==> config.mk <==
export PLATFORM = sky130hd
export DESIGN_NAME = rdc_duration_monitor
export DESIGN_NICKNAME = d
export VERILOG_FILES = /design/src/rtl/rdc_duration_monitor.sv
export SDC_FILE = /design/constraint.sdc
export NUM_CORES = 1
export LEC_CHECK = 0
export ABC_CLOCK_PERIOD_IN_PS = 2160
export CORE_AREA = 2 2 245 247
export CTS_BUF_LIST = sky130_fd_sc_hd__clkbuf_4 sky130_fd_sc_hd__clkbuf_8 sky130_fd_sc_hd__clkbuf_16
export DETAILED_ROUTE_END_ITERATION = 12
export DIE_AREA = 0 0 247 249
export PLACE_DENSITY_LB_ADDON = 0.1
export SLEW_MARGIN = 10
export SYNTH_ARGS = -nofsm -noshare
export SYNTH_HDL_FRONTEND = slang
export SYNTH_SLANG_ARGS = --single-unit
export TNS_END_PERCENT = 100
==> constraint.sdc <==
create_clock -name clk_i -period 2.16 [get_ports clk_i]
set_input_delay 0.432 -clock clk_i [delete_from_list [all_inputs] [get_ports clk_i]]
set_output_delay 0.432 -clock clk_i [all_outputs]
set_load 0.05 [all_outputs]
==> src/rtl/rdc_duration_monitor.sv <==
// rdc_duration_monitor: per-channel request duration counters with sticky overrun flags and summary irq.
// Optional per-channel max-count watermarks are built when RDC_WATERMARK_EN is defined.
module rdc_duration_monitor #(
   parameter int N_CORES       = 4,
   parameter int CORE_EVENTS   = 4,
   parameter int WEIGHTS_WIDTH = 8,
   parameter int CNT_WIDTH     = 16,
   localparam int N_CH         = N_CORES * CORE_EVENTS
) (
   input  logic                          clk_i,
   input  logic                          rstn_i,
   input  logic                          enable_i,
   input  logic                          clear_i,
   input  logic                          mode_i,
   input  logic [N_CH-1:0]               events_i,
   input  logic [N_CH*WEIGHTS_WIDTH-1:0] events_weights_i,
   output logic [N_CH-1:0]               interruption_vector_rdc_o,
   output logic                          interruption_rdc_o,
   output logic [N_CH*CNT_WIDTH-1:0]     watermark_o
);
   if (CNT_WIDTH < WEIGHTS_WIDTH) begin : g_bad_width
      $error("CNT_WIDTH must be >= WEIGHTS_WIDTH");
   end
   logic [N_CH-1:0] over;
   logic [N_CH-1:0] vec_nxt;
   for (genvar k = 0; k < N_CH; k++) begin : g_ch
      logic [WEIGHTS_WIDTH-1:0] w;
      logic [CNT_WIDTH-1:0]     cnt;
      logic [CNT_WIDTH-1:0]     cnt_nxt;
      assign w       = events_weights_i[k*WEIGHTS_WIDTH +: WEIGHTS_WIDTH];
      assign over[k] = (w != '0) && (cnt > CNT_WIDTH'(w));
      // saturate rather than wrap so a stuck request keeps flagging
      assign cnt_nxt = (clear_i || !enable_i || w == '0) ? '0 :
                       events_i[k] ? ((&cnt) ? cnt : cnt + CNT_WIDTH'(1)) :
                       mode_i ? cnt : '0;
      always_ff @(posedge clk_i or negedge rstn_i) begin
         if (!rstn_i) cnt <= '0;
         else         cnt <= cnt_nxt;
      end
`ifdef RDC_WATERMARK_EN
      logic [CNT_WIDTH-1:0] wm;
      always_ff @(posedge clk_i or negedge rstn_i) begin
         if (!rstn_i)                   wm <= '0;
         else if (clear_i)              wm <= '0;
         else if (enable_i && cnt > wm) wm <= cnt;
      end
      assign watermark_o[k*CNT_WIDTH +: CNT_WIDTH] = wm;
`else
      assign watermark_o[k*CNT_WIDTH +: CNT_WIDTH] = '0;
`endif
   end
   assign vec_nxt = (clear_i || !enable_i) ? '0 : (interruption_vector_rdc_o | over);
   // summary registered from next vector so it rises with the first flag
   always_ff @(posedge clk_i or negedge rstn_i) begin
      if (!rstn_i) begin
         interruption_vector_rdc_o <= '0;
         interruption_rdc_o        <= 1'b0;
      end else begin
         interruption_vector_rdc_o <= vec_nxt;
         interruption_rdc_o        <= |vec_nxt;
      end
   end
endmodule
# [Word-level counts from Yosys, hierarchy flattened]
# Index checks and enable logic that the tools add are counted.
[totals] reg_bits=273 latchBits=0 ramBits=0 rom_bits=0 inputBits=149 output_inout_bits=273 memories=0
[op_classes] add_sub_neg=16 multipliers=0 div=0 n_lt_le_gt_ge=16 n_eq_ne=32 n_shift=0 n_mux=50 n_bitwise=1 reduce_logical=99
[ops] cell="two-way mux 16 bit" count=50
[ops] cell="adder 16 x 1 -> 16 bit (second input constant)" count=16
[ops] cell="greater-than comparator 16 x 8 -> 1 bit" count=16
[ops] cell="AND reduction 16 bit" count=16
[ops] cell="zero test 8 bit" count=16
[ops] cell="nonzero test 8 bit" count=16
[ops] cell="!= test 3 x 1 -> 1 bit (second input constant)" count=16
[ops] cell="!= test 3 bit (second input constant)" count=16
[ops] cell="AND reduction 2 bit" count=16
[ops] cell="logical OR 1 bit" count=17
[ops] cell="logical AND 1 bit" count=16
[ops] cell="OR 16 bit" count=1
[ops] cell="OR reduction 16 bit" count=1
[ops] cell="zero test 1 bit" count=1

# [Longest topological paths before layout]
[depth] ltp_word=5 depth_mapped=10 depth_no_buf=8

# [Worst setup path before layout]
# Ideal clock, no wire load.
[synth_timing] path_type="reg2reg" start="register g_ch[8].cnt[0]" end="register g_ch[8].cnt[9]" setup_ns=0.110 arrival_time_ns=2.036 slack_ns=0.013 path_stages_with_launch=9 path_buffers=1 cell_sequence="dfrtp_1 ha_1 and4_1 or4b_4 o31ai_4 and2b_2 buf_6 o21ai_1 o41ai_1"
[synth_via] elab_chain_cells=4
[synth_rtl] element="start: declaration" line="28" text="logic [CNT_WIDTH-1:0] cnt;"
[synth_rtl] element="start signal: assignment" line="38" text="else cnt <= cnt_nxt;"
[synth_rtl] element="adder 16 x 1 -> 16 bit" line="34" text="events_i[k] ? ((&cnt) ? cnt : cnt + CNT_WIDTH'(1)) :"
[synth_rtl] element="two-way mux 16 bit (2 in series)" line="34"
[synth_rtl] element="two-way mux 16 bit" line="33" text="assign cnt_nxt = (clear_i || !enable_i || w == '0) ? '0 :"
# Several ways; a longest one is shown, not always the timed one. The select of a mux whose other input is x is not followed.
# A chain may end at the register's enable or synchronous reset.

# [Worst setup path after layout]
[layout_timing] start="input events_weights_i[91]" end="register interruption_rdc_o"
[layout_via] elab_chain_cells=5
[layout_rtl] element="start: declaration" line="16" text="input logic [N_CH*WEIGHTS_WIDTH-1:0] events_weights_i,"
[layout_rtl] element="greater-than comparator 16 x 8 -> 1 bit / nonzero test 8 bit (equally long branches)" line="31" text="assign over[k] = (w != '0) && (cnt > CNT_WIDTH'(w));"
[layout_rtl] element="logical AND 1 bit *" line="31"
[layout_rtl] element="OR 16 bit *" line="52" text="assign vec_nxt = (clear_i || !enable_i) ? '0 : (interruption_vector_rdc_o | over);"
[layout_rtl] element="two-way mux 16 bit *" line="52"
[layout_rtl] element="OR reduction 16 bit *" line="60" text="interruption_rdc_o <= |vec_nxt;"
[layout_rtl] element="end signal: assignment" line="60"
[layout_rtl] element="end: declaration" line="18" text="output logic interruption_rdc_o,"
# Mark *: on every way between the ends. The rest lies on a longest branch, timed or not.

==> impl_metrics.csv <==
group,metric,value,unit
cells_and_area,area_growth,33.5,%
route,via_per_inst,4.96,
power_and_ir_drop,finalPower,13700,uW
synth,synthSimpleGateAreaFrac,21.6,%
synth,synth-edff-count,0,
global_routing,grt_usage,18.3,%
floorplan,chipHeight,249,microns
setup_path,crit_type,"input pin to flip-flop",
floorplan,die_w,247,microns
cells_and_area,drive_above_1_share,20.7,%
clock_tree,htreeDepth,2,
global_routing,grt_pass1_wl,93200,microns
synth,synthMuxAreaShare,0.215,%
placement,placed_area,25200,sq um
status,status,"finished, violations left",
synth,yosys.area.top_type,"dfrtp_1",
sta,max_slew.worst_pin.slew,694,ps
status,violations,"negative setup slack",
placement,place.gp.congestion,0.865,
synth,ys_types,76,
synth,syn_inst,2474,
cells_and_area,finalNetCount,3382,
clock_tree,cts_tree,"yes",
route,firstDrtPassIters,5,
setup_path,reg2reg_depth,8,
setup_path,cp.arrival,2610,ps
sta,relSlewSlack,53.3,%
sta,rsz0062_at_grt,"true",
placement,port-buffer-count,165,
power_and_ir_drop,p_leak,0.0130,uW
sta,period_needed,2180,ps
sta,report.final.slew_viol_count,0,
clock_tree,cts.clk_slew.worst_paths,60,ps
global_routing,grt_max_degree,53,
setup_path,reg2reg_to,"interruption_rdc_o",
clock_tree,clockBufferDepth,3,
synth,ys_ff_latch,273,
sta,fin_tns_setup,-19.2,ps
floorplan,die_area,61500,sq um
sta,holdWs,446,ps
global_routing,antenna_found_initial,1,
sta,fin_crit_sh,101,%
sta,fmax,0.459,GHz
floorplan,core,58700,sq um
synth,ys_async_sr_fraction,100,%
synth,yosys.area.top_type_share,33.6,%
setup_path,worstPathMaxFanout,2,
synth,yosysSeqAreaShare,33.6,%
power_and_ir_drop,p_per_area,504,nW/um^2
clock_tree,numCtsBuffers,37,
synth,synth_xor_area_share,2.11,%
synth,syn_area,20300,sq um
synth,yosys_warnings,0,
clock_tree,clkSinkCount,273,
synth,synth_top_family_by_area,"simple AND/OR/NAND/NOR gates",
flow_run,max-cap-violations,0,
route,drt_iter0_markers,893,
clock_tree,clkLatencyLatePin,550,ps
sta,hold_viol_final,0,
worst_hold_path,min_path_type,"input pin to asynchronous set/reset pin",
setup_path,r2r_slack,-10,ps
setup_path,critPathRequiredTime,2590,ps
synth,synthFlopType,"dfrtp_1",
route,ant_nets,0,
cells_and_area,regArea,6830,sq um
sta,skew,13.2,ps
clock_tree,cts_root_buf,"clkbuf_16",
global_routing,grt_pass1_vias,18600,
cells_and_area,insertedDiodeCount,0,
sta,setup_violations,1,
placement,place_hpwl,44600,microns
cells_and_area,num-fill-cells,5795,
route,vias,19300,
synth,synth_common_cells,"dfrtp_1 (273), buf_4 (256), o21ai_0 (238), nand2_1 (200), nor2_1 (198)",
route,routed_wl,57800,microns
setup_path,end_kind,"flip-flop",
global_routing,overflow,0,
synth,synth_compound_area_share,19.7,%
power_and_ir_drop,irDropWorstVdd,0.411,mV
synth,synth-adder-area-share,8.85,%
setup_path,worstSetupStartpointType,"input pin",
synth,syn_avg_cell_area,8.22,sq um
route,wl_per_cell,14.9,microns
cells_and_area,final_cell_area,27200,sq um
cells_and_area,multi_input_area,12200,sq um
floorplan,ios,422,
route,drc,0,
floorplan,start_util,34.7,%
synth,synth_area_leaders,"dfrtp_1 (34%), buf_4 (9.4%), ha_1 (8.9%)",
setup_path,startpoint,"events_weights_i[91]",
setup_path,r2r-start,"g_ch[14].cnt[6]",
floorplan,row_count,89,
sta,setup_ws,-19.2,ps
synth,yosysMostFrequentCell,"dfrtp_1",
-- worst max path at each step --
stage / end / slack, ps
finish: interruption_rdc_o / -20
global route: interruption_rdc_o / -130
CTS: interruption_rdc_o / -100
detailed placement: interruption_rdc_o / -730
global placement: interruption_rdc_o / -700
floorplan: g_ch[8].cnt[9] / 10
-- power breakdown --
| part | switching (uW) | internal [uW] | total (uW) |
|---|---|---|---|
| combinational | 1720 | 705 | 2430 |
| sequential | 20.8 | 5140 | 5160 |
| clock | 2360 | 3750 | 6110 |
-- layout make-up --
type                       instances  area share (%)
clock buffer                      58            4.22
timing repair buffer             628            19.4
sequential                       273            25.2
clock inverter                     7           0.230
multi-input combinational       1964            44.9
inverter                         185            2.56
tap                              773            3.56
-- what timing repair did --
item                                    in CTS  in global routing
gates resized for setup                     38                 99
setup buffers                                0                 18
endpoints found under the setup margin      37                150
pin swaps                                   14                 51
hold buffers                                 1                  0
endpoints found under the hold margin       41                  0
-- logic make-up (layout without fill, tap and decap cells) --
family                     Yosys count  after routing
and+or+nand+nor                    864            864
AOI/OAI and AO/OA                  647            647
buffers and inverters              492            878
DFF                                273            273
adders and majority gates          144            144
xor gates and xnor gates            49             49
muxes                                4              4
other                                1            256
-- critical path, cell delays in order --
cell             delay, ps
clkdlybuf4s50_1        480
inv_1                   50
ha_1                   310
a21oi_2                180
o21bai_1               110
nor4_2                 290
buf_4                  170
o22ai_2                110
nor4_2                 240
buf_4                  170
nand3_2                 50
-- layout by cell type (no fill, tap or decap), drive strengths merged, types with 5 or more instances in the layout --
master	n
a211oi	22
a21o	8
a21oi	116
a22o	10
a31oi	45
a41oi	8
and2	23
and3	72
and4	19
buf	467
clkbuf	58
clkdlybuf4s50	139
clkinv	5
conb	256
dfrtp	273
dlygate4sd2	14
dlymetal6s2s	7
ha	144
inv	185
nand2	200
nand2b	28
nand3	96
nand4	65
nor2	202
nor2b	25
nor3	13
nor4	79
o2111ai	7
o211ai	21
o21a	5
o21ai	265
o21bai	12
o22ai	6
o311ai	6
o31ai	48
o41ai	37
or3	16
or4	12
xnor2	14
xor2	35
-- through the flow --
stage               utilization [%]  std cells  setup WS, ps
floorplan                         -       2729          13.4
global placement               43.0       3804          -700
detailed placement             43.0       3804          -731
CTS                            45.2       3870          -104
global route                   46.3       3888          -131
finish                         46.3       3888         -19.2
-- layer usage --
layer  track usage [%]  vias up  part of all wire (%)
met3              2.75       70                   4.2
met4              4.77        2                   1.9
met5                 0        -                 0.016
met1              25.0     9212                    47
met2              30.0      314                    47
li1                  -     9699                     -
-- registers in the layout (all words and copies together) (netlist names) --
name	count
interruption_vector_rdc_o	16
g_ch.cnt	256
interruption_rdc_o	1
Power figures use the tool's default switching activity.
